==> config.mk <==
export PLATFORM = sky130hd
export DESIGN_NAME = mul32_shift_add
export DESIGN_NICKNAME = d
export VERILOG_FILES = /design/src/rtl/mul32_shift_add.sv
export SDC_FILE = /design/constraint.sdc
export NUM_CORES = 1
export LEC_CHECK = 0
export CORE_ASPECT_RATIO = 0.5
export CORE_MARGIN = 2
export CORE_UTILIZATION = 50
export DETAILED_ROUTE_END_ITERATION = 7
export GPL_ROUTABILITY_DRIVEN = 0
export PLACE_DENSITY = 0.77
export SETUP_SLACK_MARGIN = 0.05
export SLEW_MARGIN = 20
export SYNTH_ARGS = -nofsm -noshare
export SYNTH_HDL_FRONTEND = slang
export SYNTH_HIERARCHICAL = 1
export SYNTH_SLANG_ARGS = --single-unit
==> constraint.sdc <==
create_clock -name clk -period 6.58 [get_ports clk]
set_clock_uncertainty 0.15 [all_clocks]
set_input_delay 1.316 -clock clk [delete_from_list [all_inputs] [get_ports clk]]
set_output_delay 1.316 -clock clk [all_outputs]
set_load 0.05 [all_outputs]
==> src/rtl/mul32_shift_add.sv <==
// Sequential 32x32 -> 64-bit unsigned shift-and-add multiplier built around one Kogge-Stone adder.
// Latency: 32 cycles from operand accept to outValid; one result per 34 cycles with outReady held high.
// Backpressure: inReady only in IDLE; the result is held in DONE until outReady.

// Combinational 32-bit Kogge-Stone adder: parallel-prefix carry tree, five doubling levels.
module kogge_stone_adder32 (
  input  logic [31:0] a,
  input  logic [31:0] b,
  input  logic        cIn,
  output logic [31:0] s,
  output logic        cOut
);

  // Generate/propagate for each prefix level; level 0 is the per-bit pair.
  logic [31:0] w_g [0:5];
  logic [31:0] w_p [0:5];
  logic [32:0] w_c;

  // Prefix tree: at distance d each bit merges with the group d bits below it.
  always_comb begin
    w_g[0] = a & b;
    w_p[0] = a ^ b;
    // Fold the carry-in into bit 0 so every prefix group already includes it.
    w_g[0][0] = (a[0] & b[0]) | ((a[0] ^ b[0]) & cIn);
    for (int l = 0; l < 5; l++) begin
      // Bits below d have no partner: shifted-in zeros leave G unchanged,
      // and shifted-in ones leave P unchanged.
      w_g[l+1] = w_g[l] | (w_p[l] & (w_g[l] << (1 << l)));
      w_p[l+1] = w_p[l] & ((w_p[l] << (1 << l)) | ~(32'hFFFF_FFFF << (1 << l)));
    end
    w_c  = {w_g[5], cIn};
    s    = w_p[0] ^ w_c[31:0];
    cOut = w_c[32];
  end

endmodule

// Operand/control stage: drives the adder from registered state and accumulates the product.
module mul32_shift_add (
  input  logic        clk,
  input  logic        rst,
  input  logic        inValid,
  output logic        inReady,
  input  logic [31:0] a,
  input  logic [31:0] b,
  output logic        outValid,
  input  logic        outReady,
  output logic [63:0] product
);

  typedef enum logic [1:0] {
    IDLE = 2'd0,
    RUN  = 2'd1,
    DONE = 2'd2
  } state_t;

  state_t      r_state;
  state_t      w_state_nxt;

  logic [31:0] r_hi;
  logic [31:0] r_lo;
  logic [31:0] r_mcand;
  logic [4:0]  r_count;

  logic        w_load;
  logic        w_step;
  logic [31:0] w_addend;
  logic [31:0] w_sum;
  logic        w_cout;

  // The multiplier LSB selects whether this step adds the multiplicand.
  assign w_addend = r_lo[0] ? r_mcand : 32'd0;

  kogge_stone_adder32 u_adder (
    .a    (r_hi),
    .b    (w_addend),
    .cIn  (1'b0),
    .s    (w_sum),
    .cOut (w_cout)
  );

  // Product is always the register pair; it only means something while outValid is high.
  assign product = {r_hi, r_lo};

  // State register.
  always_ff @(posedge clk or posedge rst) begin
    if (rst) begin
      r_state <= IDLE;
    end else begin
      r_state <= w_state_nxt;
    end
  end

  // Next-state, handshake outputs and datapath enables.
  always_comb begin
    w_state_nxt = r_state;
    inReady     = 1'b0;
    outValid    = 1'b0;
    w_load      = 1'b0;
    w_step      = 1'b0;
    case (r_state)
      IDLE: begin
        inReady = 1'b1;
        if (inValid) begin
          w_load      = 1'b1;
          w_state_nxt = RUN;
        end
      end
      RUN: begin
        w_step = 1'b1;
        // The 32nd step retires here; count wraps to 0 on the same edge.
        if (r_count == 5'd31) begin
          w_state_nxt = DONE;
        end
      end
      DONE: begin
        outValid = 1'b1;
        if (outReady) begin
          w_state_nxt = IDLE;
        end
      end
      default: begin
        w_state_nxt = IDLE;
      end
    endcase
  end

  // Datapath: load operands on accept, then shift {cOut, sum, lo} right by one per step.
  always_ff @(posedge clk or posedge rst) begin
    if (rst) begin
      r_hi    <= 32'd0;
      r_lo    <= 32'd0;
      r_mcand <= 32'd0;
      r_count <= 5'd0;
    end else if (w_load) begin
      r_hi    <= 32'd0;
      r_lo    <= b;
      r_mcand <= a;
      r_count <= 5'd0;
    end else if (w_step) begin
      // The adder carry becomes the new MSB, so a 33-bit partial sum is never truncated.
      r_hi    <= {w_cout, w_sum[31:1]};
      r_lo    <= {w_sum[0], r_lo[31:1]};
      r_count <= r_count + 5'd1;
    end
  end

endmodule

# == Word-level counts from Yosys, hierarchy flattened ==
# Index checks and enable logic that the tools add are counted.
# word_totals
mem_count,0
out_inout_bits,66
mem_bits_rw,0
word_cells,49
regBits,103
mem_bits_ro,0
latch_bits,0
# op_classes
n_addsub,1
n_reduce_logical,3
mux,16
div,0
n_shift,0
magnitude_cmp,0
eq_ne,6
n_bitwise,18
n_mul,0
# op_table
op,n
$and A32 B32 Y32,10
$mux W32,5
$or A32 B32 Y32,5
$xor A32 B32 Y32,2
$mux W5,2
$mux W2,3
$ne A2 B2 Y1 const B,3
$pmux W2 S3,1
$add A5 B1 Y5 const B,1
$eq A5 B5 Y1 const B,1
$mux W1,5
$reduce_and A3 Y1,1
$eq A2 B1 Y1 const B,1
$eq A2 B2 Y1 const B,1
$logic_not A2 Y1,1
$reduce_bool A2 Y1,1
$and A1 B1 Y1,1

# == Depth between registers and ports, before layout ==
# Gate-level depths: netlist of the first run.
# depth
ltp_word,15
ltp_mapped,13
mapped_depth_nobuf,12

# == Cells and area by module ==
# Netlist of the first run, hierarchy kept.
# modules_own_cells
module,area_each_um2,cells_per_inst,instances,seq_area_each_um2
mul32_shift_add,4370.4,417,1,2577.5
kogge_stone_adder32,1883.1,268,1,0.0

# == Worst setup path before layout of the first run ==
# Ideal clock, no wire load.
# synth_path
path_type,reg2reg
start,register r_lo[0]
end,register r_hi[21]
slack_ns,3.033
t_required_ns,6.297
stages_incl_launch_ff,14
arrival_time_ns,3.264
path_buffers,1
synth_period_minus_slack_ns,3.547
setup_ns,0.133
cell_sequence,dfrtp_1 clkbuf_1 and2_1 inv_1 fa_1 fa_1 and2b_2 o2111ai_2 and4b_4 o21a_1 o41a_1 xnor2_1 nand2_1 o21ai_0
# synth_lines
item,line_no,source
start: declaration,61,logic [31:0] r_lo;
start signal: assignment,143,"r_lo <= {w_sum[0], r_lo[31:1]};"
$mux W32 *,72,assign w_addend = r_lo[0] ? r_mcand : 32'd0;
net w_addend[0],67,logic [31:0] w_addend;
$and A1 B1 Y1 or $xor A32 B32 Y32 (tied branches),"24, 22",
"$and A32 B32 Y32, on equally long branches","28, 29",
$or A32 B32 Y32 or $and A32 B32 Y32 (tied branches),28,w_g[l+1] = w_g[l] | (w_p[l] & (w_g[l] << (1 << l)));
$or A32 B32 Y32,28,
$and A32 B32 Y32,28,
$or A32 B32 Y32,28,
$or A32 B32 Y32 *,28,
$and A32 B32 Y32 *,28,
$or A32 B32 Y32 *,28,
$xor A32 B32 Y32 *,32,s = w_p[0] ^ w_c[31:0];
net w_sum[22],68,logic [31:0] w_sum;
$mux W32 *,140,end else if (w_step) begin
$mux W32 *,135,end else if (w_load) begin
end signal: assignment,142,"r_hi <= {w_cout, w_sum[31:1]};"
end: declaration,60,logic [31:0] r_hi;
# The timed path passes the listed nets; every way through them passes the cells marked *. The select of a mux whose other input is x is not followed.
# A chain may end at the register's enable or synchronous reset.

# == Worst setup path in the final report of the first run ==
# Same ends and word-level chain as after synthesis.

==> metrics.md, run 1 <==
| Metric | Value |
|---|---|
| Run status | `completed` |
| All-layer global routing usage | `23.53%` |
| Clock transition at path regs | `80 ps` |
| Slew headroom | `27.75%` |
| DR vias | `around 5,500` |
| Synth async-reset ratio | `100.0%` |
| Max Root-Sink Buffers | `2` |
| Routing usage on met3 | `5.844%` |
| R2R setup slack | `2570 ps` |
| Reg2reg end | `r_hi[21]` |
| Syn Nets | `788` |
| WL final | `15.73 mm` |
| Fin. Hold Viols | `0` |
| Setup Buffers After CTS | `0` |
| DR iter-0 viols | `380` |
| CP max FO | `34` |
| Power Density | `572.1 nW/um^2` |
| Nature of the critical path endpoint | `flop` |
| Max IR drop VDD | `a little under 0.4 mV` |
| Clock Sinks | `103` |
| Register area share after synthesis | `41.22%` |
| Antenna Nets Post-Route | `0` |
| Yosys top cell by area | `dfrtp_1` |
| Post-synth EDFFs | `0` |
| Reg2reg start | `r_lo[0]` |
| Initial antenna violation count | `0` |
| Clk_lat worst skew | `360 ps` |
| Synth Cell Area | `6253 um^2` |
| Hold Crit Endpoint | `r_mcand[23]` |
| Cell variety after synth | `62` |
| Chip width | `around 160 um` |
| Num ports | `134` |
| Row cnt | `28` |
| Most common flop cell mapped by yosys | `dfrtp_1` |
| Worst reg2reg path depth | `12` |
| IO buf count | `133` |
| Min-delay worst type | `flop to flop` |
| Worst hold path depth | `1` |
| Fmax | `249.4 MHz` |
| Syn. warnings | `6` |
| Max_cap viols | `0` |
| Seq cells post-synth | `103` |
| Pin count of the biggest net entering global routing | `100` |
| Tightest Pin Transition | `1084 ps` |
| GRT met1 Usage | `31.79%` |
| Kind of critical path | `flop to flop` |
| Final period utilization | `60.95%` |
| Lkg Pwr | `3.539 nW` |
| Via density | `5.684` |
| Worst EP required | `6630 ps` |
| Final nets | `902` |
| Unrepaired setup endpoints after global routing | `false` |
| DRT Pass-1 Iters | `5` |
| Share of layout cells above drive strength 1 | `9.328%` |
| Dpl cells | `953` |
| Synth top area share | `41.22%` |
| CTS buffer count | `9` |
| Dpl ws | `2624 ps` |
| CP Launch Type | `flop` |
| Cts repair resizes | `0` |
| Final setup TNS | `0 ps` |
| Final worst slack | `2570 ps` |
| Antenna diodes | `0` |
| Die area | `roughly 13,000 um^2` |
| Max H-tree Level | `3` |
| Max Slew Vio Count | `0` |
| Hold Crit Start | `r_mcand[23]` |
| First-pass GRT wire length | `25.81 mm` |
| Post-detail-place hpwl | `10.82 mm` |
| CP Data Arrival Time | `4060 ps` |
| Total grt overflow | `0` |
| Drt drc | `0` |
| Power, Total | `0.004557 W` |
| Vias in the first global route | `5,339` |
| Root buffer cell | `clkbuf_16` |
| Minimum clock period after layout | `4010 ps` |
| Top post-synthesis cells by area | `dfrtp_1, nand2_1, ha_1, mux2_2, o21ai_0` |
| Post-Syn Instances | `685` |
| Starting Density | `52.04%` |
| Non-Filler Instances | `969` |
| FILL cells | `~960` |
| Layout Area Growth over Synthesis | `27.37%` |
| Core area | `12,020 um^2` |
| Final setup vio count | `0` |
| CTS tree | `done` |
| Die height | `just over 80 um` |
| Busiest grt layer | `met2` |
| WL per Instance | `approximately 16 um` |
| Syn Area/Cell | `9.129 um^2` |
| # hold bufs at CTS | `0` |
| Met2 usage | `38.14%` |
worst max-delay path by stage:
| stage | to | slack [ps] | start | depth (start not counted) |
|---|---|---|---|---|
| after CTS | r_hi[21] | 2580 | r_lo[0] | 12 |
| final | r_hi[21] | 2570 | r_lo[0] | 12 |
| after global placement | r_hi[21] | 2750 | r_lo[0] | 12 |
| after detailed placement | r_hi[21] | 2620 | r_lo[0] | 12 |
| after floorplan | r_count[0] | 2410 | rst | 1 |
| after global routing | r_hi[21] | 2350 | r_lo[0] | 12 |
layout by cell type (no fill, tap or decap), drive strengths merged, types with 11 or more instances in the layout:
master,netlist,routed
a22oi,33,33
and2,32,32
xor2,11,11
ha,33,33
mux2,34,34
o21ai,61,61
nand2,159,159
inv,13,15
xnor2,17,17
a21oi,37,37
nor2,25,25
a21o,11,11
clkdlybuf4s50,0,133
dfrtp,103,103
critical path: stages, from the launching register on:
cell       delay, ps
dfrtp_1          970
and2_1           240
inv_1             60
fa_1             440
fa_1             430
and2b_2          250
o2111ai_2        150
and4b_4          260
o21a_1           210
o41a_1           410
xnor2_1          140
nand2_1           50
o21ai_0           70
kinds of logic after synthesis:
kind of cell / share of synthesized area, %
other: 0.05997
DFF: 41.22
muxes: 6.122
adders and majority gates: 7.243
xor gates and xnor gates: 3.921
buffers and inverters: 3.982
and+or+nand+nor: 18.77
AOI/OAI and AO/OA: 18.69
layer usage:
metal / up-vias / wire length [um]
li1: 2634 / -
met5: - / 0
met3: 19 / 944
met1: 2699 / 7368
met4: 0 / 210
met2: 156 / 7208
synth_stat cells (all sizes together) (6+ instances only):
| library cell | instances |
|---|---|
| a21o | 11 |
| xor2 | 11 |
| dfrtp | 103 |
| o21ai | 61 |
| nand4 | 6 |
| and2 | 32 |
| nor2 | 25 |
| inv | 13 |
| a22oi | 33 |
| ha | 33 |
| clkbuf | 12 |
| buf | 22 |
| nor2b | 6 |
| o21a | 6 |
| xnor2 | 17 |
| a21oi | 37 |
| mux2 | 34 |
| nand2 | 159 |
| nand3 | 6 |
area by class of cell:
type	count	area [um^2]	share of cell area [%]
clock buffers	9	225.2	2.828
clock inverters	7	100.1	1.257
inverters	13	51.30	0.6440
multi-input cells	535	3443	43.23
flip-flops and latches	103	2577	32.36
well taps	165	206.4	2.592
repair buffers	137	1361	17.09
power breakdown:
group	internal, W	switching (W)
clock network	0.000278	0.000288
logic	0.00106	0.00174
registers	0.000948	0.000250
total	0.00228	0.00228
through the flow:
stage / utilization, % / area (um^2) / hold WS, ps
detailed placement: 63.58 / 7640 / 338.7
CTS: 66.28 / 7965 / 359.2
global placement: 63.58 / 7640 / 333.2
global route: 66.28 / 7965 / 370.2
floorplan: - / 6254 / 322.0
finish: 66.28 / 7965 / 357.0
sequential cells by signal, summed over array words and instances, names as in the netlist:
register,count
r_mcand,32
r_state,2
r_lo,32
r_hi,32
r_count,5
No activity file was read; power rests on OpenSTA's default activity.
==> inputs of run 2 (changes only) <==
==> constraint.sdc (replaced) <==
create_clock -name clk -period 3.7 [get_ports clk]
set_clock_uncertainty 0.15 [all_clocks]
set_input_delay 0.74 -clock clk [delete_from_list [all_inputs] [get_ports clk]]
set_output_delay 0.74 -clock clk [all_outputs]
set_load 0.05 [all_outputs]
==> run 2 against run 1 <==
  * Via count is 0.69% lower
  * Design area is 0.68% higher
  * Non-clock buffer count is 4 higher
  * Critical path depth stayed put
  * Critical endpoint is now r_hi[31]
  * Register-to-register slack worse by 2100 ps
  * Combinational power is 81% higher
  * Setup slack worse by 2100 ps
  * Largest power group unchanged
  * Clock-buffer cell count stayed put
==> metrics.md, run 2 (synthesized netlist as in run 1, its figures left out) <==
| Metric | Value |
|---|---|
| Run status | `completed` |
| Worst reg2reg path depth | `12` |
| Num ports | `approximately 130` |
| Pin count of the biggest net entering global routing | `85` |
| Reg2reg start | `r_mcand[0]` |
| Reg2reg end | `r_hi[31]` |
| CP Launch Type | `flop` |
| Max_cap viols | `0` |
| Drt drc | `0` |
| Initial antenna violation count | `0` |
| Antenna Nets Post-Route | `0` |
| All-layer global routing usage | `between 20 and 25%` |
| Chip width | `162.2 um` |
| Kind of critical path | `flop to flop` |
| CTS tree | `done` |
| Pint | `0.004081 W` |
| Fmax | `just over 300 MHz` |
| Finished layout cell area | `approximately 8000 um^2` |
| Slowest library cell on the worst path | `fa_1` |
| Most frequent cells in the layout | `nand2_1, clkdlybuf4s50_1, dfrtp_1` |
| Clock transition at path regs | `roughly 80 ps` |
| Crit-path cells | `and2_1, inv_1, fa_1, fa_1, and2b_2, o2111ai_2, and4b_4, o311ai_0, o21ai_0, o21ai_0, nand2_1, o21ai_0` |
| CP max FO | `4` |
| Top flop regs | `r_hi x32, r_lo x32, r_mcand x32` |
| Lkg Pwr | `~3.6 nW` |
| Row cnt | `28` |
| Share of layout cells above drive strength 1 | `9.653%` |
| Final setup vio count | `0` |
| Max H-tree Level | `3` |
| Clock Sinks | `103` |
| Slew headroom | `58.79%` |
| Total grt overflow | `0` |
| Layout Area Growth over Synthesis | `28.23%` |
| Placed inst area | `7692 um^2` |
| Share of total power in the clock network | `approximately an eighth` |
| Switching fraction of total power | `between 40% and 50%` |
| # hold bufs at CTS | `0` |
| Min-delay worst type | `flop to flop` |
| Post-detail-place hpwl | `11.09 mm` |
| Commonest non-fill, non-tap cell in the layout | `nand2_1` |
| CTS buffer count | `9` |
| Reg power frac | `25.6%` |
| Hold Crit Start | `r_mcand[24]` |
| Antenna diodes | `0` |
| Minimum clock period after layout | `3216 ps` |
| R2R setup slack | `480 ps` |
| Unrepaired setup endpoints after global routing | `false` |
| Vias in the first global route | `5,343` |
| Cts repair resizes | `0` |
| Psw | `between 0.004 and 0.005 W` |
| Max Root-Sink Buffers | `2` |
| Fin. Hold Viols | `0` |
| Max Slew Vio Count | `0` |
| Worst hold path depth | `1` |
| Most used cell, CP | `o21ai_0` |
| Part of the power in combinational logic | `62.0%` |
| CP Data Arrival Time | `3340 ps` |
| Nature of the critical path endpoint | `flop` |
| Cell family with most CP delay | `compound AO/OA/AOI/OAI gates` |
| Final setup TNS | `0 ps` |
| Final nets | `around 910` |
| CP peak stage delay | `420 ps` |
| Die height | `83.08 um` |
| IO buf count | `133` |
| Die area | `13,470 um^2` |
| WL per Instance | `16.32 um` |
| Final period utilization | `86.92%` |
| Clk_lat worst skew | `360 ps` |
| WL final | `around 16 mm` |
| DR vias | `5,470` |
| Core area | `12,020 um^2` |
| Power Density | `slightly above 1000 nW/um^2` |
| Tightest Pin Transition | `616.2 ps` |
| Buf/Inv on CP | `1` |
| DR iter-0 viols | `437` |
| Worst EP required | `3830 ps` |
| Final Core Density | `66.73%` |
| Root buffer cell | `clkbuf_16` |
| Max IR drop VDD | `0.5854 mV` |
| Starting Density | `52.04%` |
| Via density | `roughly 5.6` |
| Setup Buffers After CTS | `0` |
| Hold Crit Endpoint | `r_mcand[24]` |
| First-pass GRT wire length | `26.44 mm` |
| DRT Pass-1 Iters | `5` |
run 2: changes by cell type in the layout (fill, tap and decap cells not counted), sizes merged:
cell / before / now
clkinv: 4 / 5
clkinvlp: 1 / 0
buf: 4 / 8
run 2: area by class of cell:
cell class              instances  area, um^2
fillers                      1010        3998
flip-flops and latches        103        2577
clock buffers                   9       225.2
clock inverters                 7       101.3
well taps                     165       206.4
inverters                      13       51.30
repair buffers                141        1416
multi-input cells             535        3441
run 2: power groups by stage:
stage | logic [W] | clock network (W) | registers, W
after floorplan | 0.00262 | 0 | 0.00311
after global placement | 0.00489 | 0 | 0.00210
after detailed placement | 0.00499 | 0 | 0.00210
after CTS | 0.00503 | 0.00102 | 0.00209
after global routing | 0.00547 | 0.00107 | 0.00217
final | 0.00505 | 0.00100 | 0.00209
run 2: how the worst max path moves through the flow:
stage	start	endpoint	slack, ps	cells past startpoint
6_report	r_mcand[0]	r_hi[31]	480	12
5_1_grt	r_mcand[0]	r_hi[31]	340	12
4_1_cts	r_mcand[0]	r_hi[31]	510	12
3_5_place_dp	r_mcand[0]	r_hi[21]	580	12
3_3_place_gp	r_lo[0]	r_hi[21]	650	12
2_1_floorplan	rst	r_count[0]	110	1
run 2: layer usage:
metal | global-route usage, % | share of wire [%]
met4 | 4.827 | 0.84
met3 | 5.694 | 6.3
met5 | 0 | 0
met1 | 35.14 | 47
met2 | 36.83 | 45
run 2: per-stage QoR:
step	std cells	total power, W	setup WS, ps	hold WS [ps]
3_5_place_dp	957	0.007096	575.9	338.2
4_1_cts	973	0.008146	510.2	355.8
2_1_floorplan	685	0.005724	106.2	322.0
5_1_grt	973	0.008703	340.1	365.1
3_3_place_gp	957	0.006988	646.5	333.9
6_report	973	0.008138	484.0	350.2
